**config.mk**
```make
export PLATFORM = sky130hd
export DESIGN_NAME = rs_tag_allocator
export DESIGN_NICKNAME = d
export VERILOG_FILES = /design/src/rtl/rs_tag_allocator_pkg.sv /design/src/rtl/rs_tag_allocator_free_fifo.sv /design/src/rtl/rs_tag_allocator.sv
export SDC_FILE = /design/constraint.sdc
export NUM_CORES = 1
export LEC_CHECK = 0
export BUFFER_PORTS_ARGS = -buffer_cell sky130_fd_sc_hd__buf_2
export CAP_MARGIN = 5
export CORE_ASPECT_RATIO = 0.6
export CORE_MARGIN = 8
export CORE_UTILIZATION = 60
export DETAILED_ROUTE_END_ITERATION = 16
export PLACE_DENSITY = 0.78
export SETUP_SLACK_MARGIN = 0.5
export SKIP_LAST_GASP = 1
export SLEW_MARGIN = 0
export SYNTH_ARGS = -nofsm -noshare
export SYNTH_HDL_FRONTEND = slang
export SYNTH_SLANG_ARGS = --single-unit
```
**constraint.sdc**
```tcl
create_clock -name clock -period 13.7 [get_ports clock]
set_clock_uncertainty 0.2 [all_clocks]
set_input_delay 1.37 -clock clock [delete_from_list [all_inputs] [get_ports clock]]
set_output_delay 1.37 -clock clock [all_outputs]
set_load 0.01 [all_outputs]
```
**src/rtl/rs_tag_allocator_pkg.sv**
```systemverilog
// Shared RS tag definitions, common to the tag allocator, map table and reservation stations.
// Tag 0 is the null tag and is never issued.
package rs_tag_allocator_pkg;

  localparam int RSTAG_W = 8;
  localparam logic [RSTAG_W-1:0] RSTAG_NULL = 8'd0;
  localparam int NUM_TAGS_DEFAULT = 16;

endpackage

```
**src/rtl/rs_tag_allocator_free_fifo.sv**
```systemverilog
// Circular free list of RS tags: two combinational read ports at head, two write ports at tail.
// Reset and flush both refill the list with tags 1..NUM_TAGS in order.
module tag_free_fifo
  import rs_tag_allocator_pkg::*;
#(
  parameter int NUM_TAGS = NUM_TAGS_DEFAULT,
  parameter int PTR_W    = $clog2(NUM_TAGS)
) (
  input  logic               clock,
  input  logic               reset,
  input  logic               flush,
  input  logic [1:0]         pop_num,
  input  logic               push1_valid,
  input  logic [RSTAG_W-1:0] push1_tag,
  input  logic               push2_valid,
  input  logic [RSTAG_W-1:0] push2_tag,
  output logic [RSTAG_W-1:0] head_tag,
  output logic [RSTAG_W-1:0] next_tag,
  output logic [PTR_W:0]     count
);

  localparam logic [PTR_W+1:0] NUM_EXT = (PTR_W+2)'(NUM_TAGS);
  localparam logic [PTR_W:0]   NUM_CNT = (PTR_W+1)'(NUM_TAGS);

  logic [RSTAG_W-1:0] entries [NUM_TAGS];
  logic [PTR_W-1:0]   head_reg, tail_reg;
  logic [PTR_W:0]     count_reg;
  logic [PTR_W-1:0]   head_plus1, tail_plus1;
  logic               wr0_valid, wr1_valid;
  logic [RSTAG_W-1:0] wr0_tag, wr1_tag;
  logic [1:0]         push_num;

  // Pointers wrap modulo NUM_TAGS, which need not be a power of two.
  function automatic logic [PTR_W-1:0] ptr_add(input logic [PTR_W-1:0] p, input logic [1:0] inc);
    logic [PTR_W+1:0] s;
    s = {2'b00, p} + {{PTR_W{1'b0}}, inc};
    if (s >= NUM_EXT) s = s - NUM_EXT;
    return PTR_W'(s);
  endfunction

  assign head_plus1 = ptr_add(head_reg, 2'd1);
  assign tail_plus1 = ptr_add(tail_reg, 2'd1);

  // Compact the two write ports so a lone free2 still lands at tail.
  assign wr0_valid = push1_valid || push2_valid;
  assign wr0_tag   = push1_valid ? push1_tag : push2_tag;
  assign wr1_valid = push1_valid && push2_valid;
  assign wr1_tag   = push2_tag;
  assign push_num  = {1'b0, push1_valid} + {1'b0, push2_valid};

  genvar gi;
  generate
    for (gi = 0; gi < NUM_TAGS; gi++) begin : g_entry
      logic [RSTAG_W-1:0] tag_reg;
      always_ff @(posedge clock) begin
        if (reset || flush)
          tag_reg <= RSTAG_W'(gi + 1);
        else if (wr0_valid && tail_reg == PTR_W'(gi))
          tag_reg <= wr0_tag;
        else if (wr1_valid && tail_plus1 == PTR_W'(gi))
          tag_reg <= wr1_tag;
      end
      assign entries[gi] = tag_reg;
    end
  endgenerate

  always_ff @(posedge clock) begin
    if (reset || flush) begin
      head_reg  <= '0;
      tail_reg  <= '0;
      count_reg <= NUM_CNT;
    end else begin
      head_reg  <= ptr_add(head_reg, pop_num);
      tail_reg  <= ptr_add(tail_reg, push_num);
      count_reg <= count_reg + {{(PTR_W-1){1'b0}}, push_num} - {{(PTR_W-1){1'b0}}, pop_num};
    end
  end

  assign head_tag = entries[head_reg];
  assign next_tag = entries[head_plus1];
  assign count    = count_reg;

endmodule

```
**src/rtl/rs_tag_allocator.sv**
```systemverilog
// Dual-port RS tag allocator: in-order grants of up to two tags per cycle from a free list,
// up to two tag returns per cycle, flush recovery and a sticky protocol-error flag.
module rs_tag_allocator
  import rs_tag_allocator_pkg::*;
#(
  parameter int NUM_TAGS = NUM_TAGS_DEFAULT,
  parameter int PTR_W    = $clog2(NUM_TAGS)
) (
  input  logic               clock,
  input  logic               reset,
  input  logic               flush,
  input  logic               req1,
  input  logic               req2,
  output logic               grant1,
  output logic               grant2,
  output logic [RSTAG_W-1:0] tag1_out,
  output logic [RSTAG_W-1:0] tag2_out,
  input  logic               free1_valid,
  input  logic [RSTAG_W-1:0] free1_tag,
  input  logic               free2_valid,
  input  logic [RSTAG_W-1:0] free2_tag,
  output logic [PTR_W:0]     free_count,
  output logic               empty,
  output logic               error
);

  localparam logic [PTR_W+1:0]   NUM_EXT = (PTR_W+2)'(NUM_TAGS);
  localparam logic [RSTAG_W-1:0] MAX_TAG = RSTAG_W'(NUM_TAGS);

  logic [PTR_W:0]     count;
  logic [RSTAG_W-1:0] head_tag, next_tag;
  logic [1:0]         grant_num;
  logic [PTR_W+1:0]   room, room_after1;
  logic               f1_tag_ok, f2_tag_ok, f2_dup;
  logic               f1_accept, f2_accept, error_event;
  logic               error_reg;

  assign grant1    = !reset && req1 && (count != '0);
  assign grant2    = !reset && req1 && req2 && (count >= (PTR_W+1)'(2));
  assign tag1_out  = grant1 ? head_tag : RSTAG_NULL;
  assign tag2_out  = grant2 ? next_tag : RSTAG_NULL;
  assign grant_num = {1'b0, grant1} + {1'b0, grant2};

  // Room left after this cycle's allocations; frees beyond it would overfill the pool.
  assign room        = NUM_EXT - {1'b0, count} + {{PTR_W{1'b0}}, grant_num};
  assign room_after1 = room - {{(PTR_W+1){1'b0}}, f1_accept};

  assign f1_tag_ok = (free1_tag != RSTAG_NULL) && (free1_tag <= MAX_TAG);
  assign f2_tag_ok = (free2_tag != RSTAG_NULL) && (free2_tag <= MAX_TAG);
  assign f2_dup    = free1_valid && free2_valid && (free1_tag == free2_tag);

  assign f1_accept = free1_valid && f1_tag_ok && (room != '0);
  assign f2_accept = free2_valid && f2_tag_ok && !f2_dup && (room_after1 != '0);

  assign error_event = (free1_valid && !f1_accept) || (free2_valid && !f2_accept);

  tag_free_fifo #(
    .NUM_TAGS (NUM_TAGS),
    .PTR_W    (PTR_W)
  ) u_free_fifo (
    .clock       (clock),
    .reset       (reset),
    .flush       (flush),
    .pop_num     (grant_num),
    .push1_valid (f1_accept),
    .push1_tag   (free1_tag),
    .push2_valid (f2_accept),
    .push2_tag   (free2_tag),
    .head_tag    (head_tag),
    .next_tag    (next_tag),
    .count       (count)
  );

  // Flush discards frees, so it neither raises nor clears the error flag.
  always_ff @(posedge clock) begin
    if (reset)
      error_reg <= 1'b0;
    else if (!flush && error_event)
      error_reg <= 1'b1;
  end

  assign free_count = count;
  assign empty      = (count == '0);
  assign error      = error_reg;

endmodule
```
==> results_dict.tcl <==
set metrics [dict create \
    ant_nets 0 \
    seq_area_frac_synth 0.3148 \
    outcome "completed" \
    layout.nets 1034 \
    synth_edf_count 0 \
    tightestPinTransition_ns 1.375 \
    grt-ovfl-total 0 \
    syn_inst 992 \
    reg2reg_from "u_free_fifo.count[2]" \
    setup_tns_ns 0 \
    setup_viol 0 \
    dr.first_iter.drc_count 1634 \
    max-slew-margin-rel 0.08030 \
    clk_latency_ns 0.43 \
    htree_levels 4 \
    hold_class "flop to flop" \
    critPathCaptureType "flop" \
    place_ws_ns 5.438 \
    grt_pass1_wl_um 48190 \
    rrSetupSlack_ns 5.43 \
    yosysMostFrequentCell "dfxtp_1" \
    power_density_nw_per_um2 105.7 \
    drv_slew 0 \
    fillerInstances 1167 \
    cp-start-kind "flop" \
    finalHoldViolations 0 \
    rr_worst_depth 25 \
    antenna_found_initial 0 \
    post_cts_buffers 0 \
    cts_buffer_depth 2 \
    start_util 0.6188 \
    port_buffers 47 \
    synth_cell_types 63 \
    whs_endpoint "u_free_fifo.g_entry[11].tag_reg[7]" \
    synth-seq-cells 142 \
    cts_sinks 142 \
    largest_reg_flops 128 \
    vias 8760 \
    io_pins 48 \
    cts.clk_slew.worst_paths_ns 0.06 \
    fmax_ghz 0.1209 \
    synth_top_area_frac 0.3148 \
    synth_fp_nets 1040 \
    synth-main-ff-cell "dfxtp_1" \
    r2r_end "u_free_fifo.g_entry[12].tag_reg[6]" \
    cp_data_arrival_time_ns 8.34 \
    required_ns 13.77 \
    synthArstFlopShare 0 \
    cts_made_buffers 17 \
    synth_area_sq_um 9030 \
    root_buffer "clkbuf_16" \
    yosysWarnings 0 \
    vias_per_cell 7.318 \
    critical_path_class "flop to flop" \
    grt_max_degree 90 \
    ir_worst_vdd_mv 0.05618 \
    place_hpwl_um 22180 \
    yosysTopAreaCell "dfxtp_1" \
    routed_wl_um 31420 \
    first_pass_iters 9 \
    grt_pass1_vias 7798 \
    area_delta_synth_final_pct 8.605 \
    cts_resized 0 \
    rows 34 \
    grt_usage 0.3198 \
    fp.dieArea_sq_um 19360 \
    post-route-drc-count 0 \
    die_w_um 174.4 \
    diodes 0 \
    synth_area_leaders "dfxtp_1 31%, mux4_2 18%, a21oi_1 5.7%" \
    layoutNonFillerInstCount 1197 \
    worstHoldStart "u_free_fifo.g_entry[11].tag_reg[7]" \
    crit_fanout 20 \
    cts.hold.buffers_added 0 \
    holdPathStages 2 \
    dp_cells 1165 \
    min_period_ns 8.273 \
    rsz0062_at_grt "no" \
    die_y_um 111.0 \
    place.gp.congestion 1.094 \
    setup_ws_ns 5.427 \
    syn_area_per_cell_sq_um 9.103 \
    core_area_sq_um 14590 \
    drive_gt1_frac 0.1972 \
    routedWlPerCell_um 26.25 \
    drv_cap 0 \
    cts_tree "built" \
    synth_common_cells "142 x dfxtp_1, 131 x nand2_1, 103 x a21oi_1" \
    leakage_nw 3.365 \
    period_share 0.6039 \
]
-- report_power, final --
part	switching (mW)	internal, mW
logic	0.0953	0.0558
registers	0.00928	0.416
clock network	0.197	0.263
total	0.302	0.735
-- cell families (layout without fill, tap and decap cells) --
group	count (synthesis)	count (layout)	synth area share
AND/OR/NAND/NOR	334	334	0.1742
AO/OA/AOI/OAI	264	264	0.1832
flip-flops	142	142	0.3148
buffers and inverters	106	113	0.05210
multiplexers	100	100	0.2174
adder cells (fa/ha/maj)	25	25	0.03797
XOR/XNOR	21	21	0.02037
-- through the flow --
step | total power [mW] | area (sq um) | utilization | hold slack (ns)
final | 1.037 | 9807 | 0.6721 | 0.2714
after global routing | 1.064 | 9807 | 0.6721 | 0.2837
after CTS | 1.031 | 9807 | 0.6721 | 0.2670
after detailed placement | 0.5805 | 9238 | 0.6331 | 0.2588
after global placement | 0.5761 | 9238 | 0.6331 | 0.2539
after floorplan | 0.5392 | 9030 | - | 0.2386
-- final cells by class --
type                    instances  area (sq um)  area share
clock buffers                  22         464.2     0.04733
flip-flops and latches        142          2848      0.2904
multi-input cells             744          5733      0.5846
inverters                      23         91.34    0.009314
clock inverters                10         105.1     0.01072
well taps                     198         247.7     0.02526
repair buffers                 58         317.8     0.03241
-- per-layer routing --
| layer | share of wire | global-route usage | up-vias |
|---|---|---|---|
| li1 | - | - | 3696 |
| met1 | 0.41 | 0.4811 | 4183 |
| met2 | 0.39 | 0.4111 | 773 |
| met3 | 0.17 | 0.1116 | 108 |
| met4 | 0.029 | 0.1015 | 0 |
| met5 | 0 | 0 | - |
-- layout by cell type (no fill, tap or decap), types with 15 or more instances in the layout --
cell type and instances:
dfxtp_1 140, nand2_1 131, a21oi_1 103, mux4_2 72, nor2_1 63, o21ai_0 53
buf_2 47, o221ai_1 42, nor3_1 30, nand3_1 24, inv_1 21, a31oi_1 20
ha_1 20, nor2b_1 18, and3_1 17, clkbuf_16 17, xor2_1 15, mux2i_1 15
-- critical path, cell delays in order (launching register included) --
cell and delay [ns]:
dfxtp_1 0.47, inv_1 0.19, ha_1 0.29, nand2_1 0.15, o21ai_1 0.92, inv_1 0.15, ha_1 0.39, inv_1 0.07
ha_1 0.22, and3b_1 0.19, o211ai_1 0.23, a22o_1 0.70, and2_4 0.40, ha_1 0.22, xor2_1 0.19, nor2_1 0.06
mux2i_1 0.17, o22ai_1 0.12, a311oi_1 0.46, ha_1 0.44, inv_2 0.17, nor3_1 0.46, a21oi_1 0.13, nor2b_1 0.76
mux2i_1 0.27, nor3_1 0.06
-- worst max path at each step --
stage / startpoint / to / slack [ns] / cells after the start
after CTS: u_free_fifo.count[2] / u_free_fifo.g_entry[12].tag_reg[6] / 5.73 / 24
after global routing: u_free_fifo.count[2] / u_free_fifo.g_entry[12].tag_reg[6] / 4.97 / 24
after global placement: req1 / u_free_fifo.g_entry[12].tag_reg[6] / 5.78 / 23
final: u_free_fifo.count[2] / u_free_fifo.g_entry[12].tag_reg[6] / 5.43 / 25
after floorplan: req1 / u_free_fifo.count[3] / 6.99 / 25
after detailed placement: req1 / u_free_fifo.g_entry[12].tag_reg[6] / 5.44 / 23
Note: power is estimated with default switching activity, not from simulation.
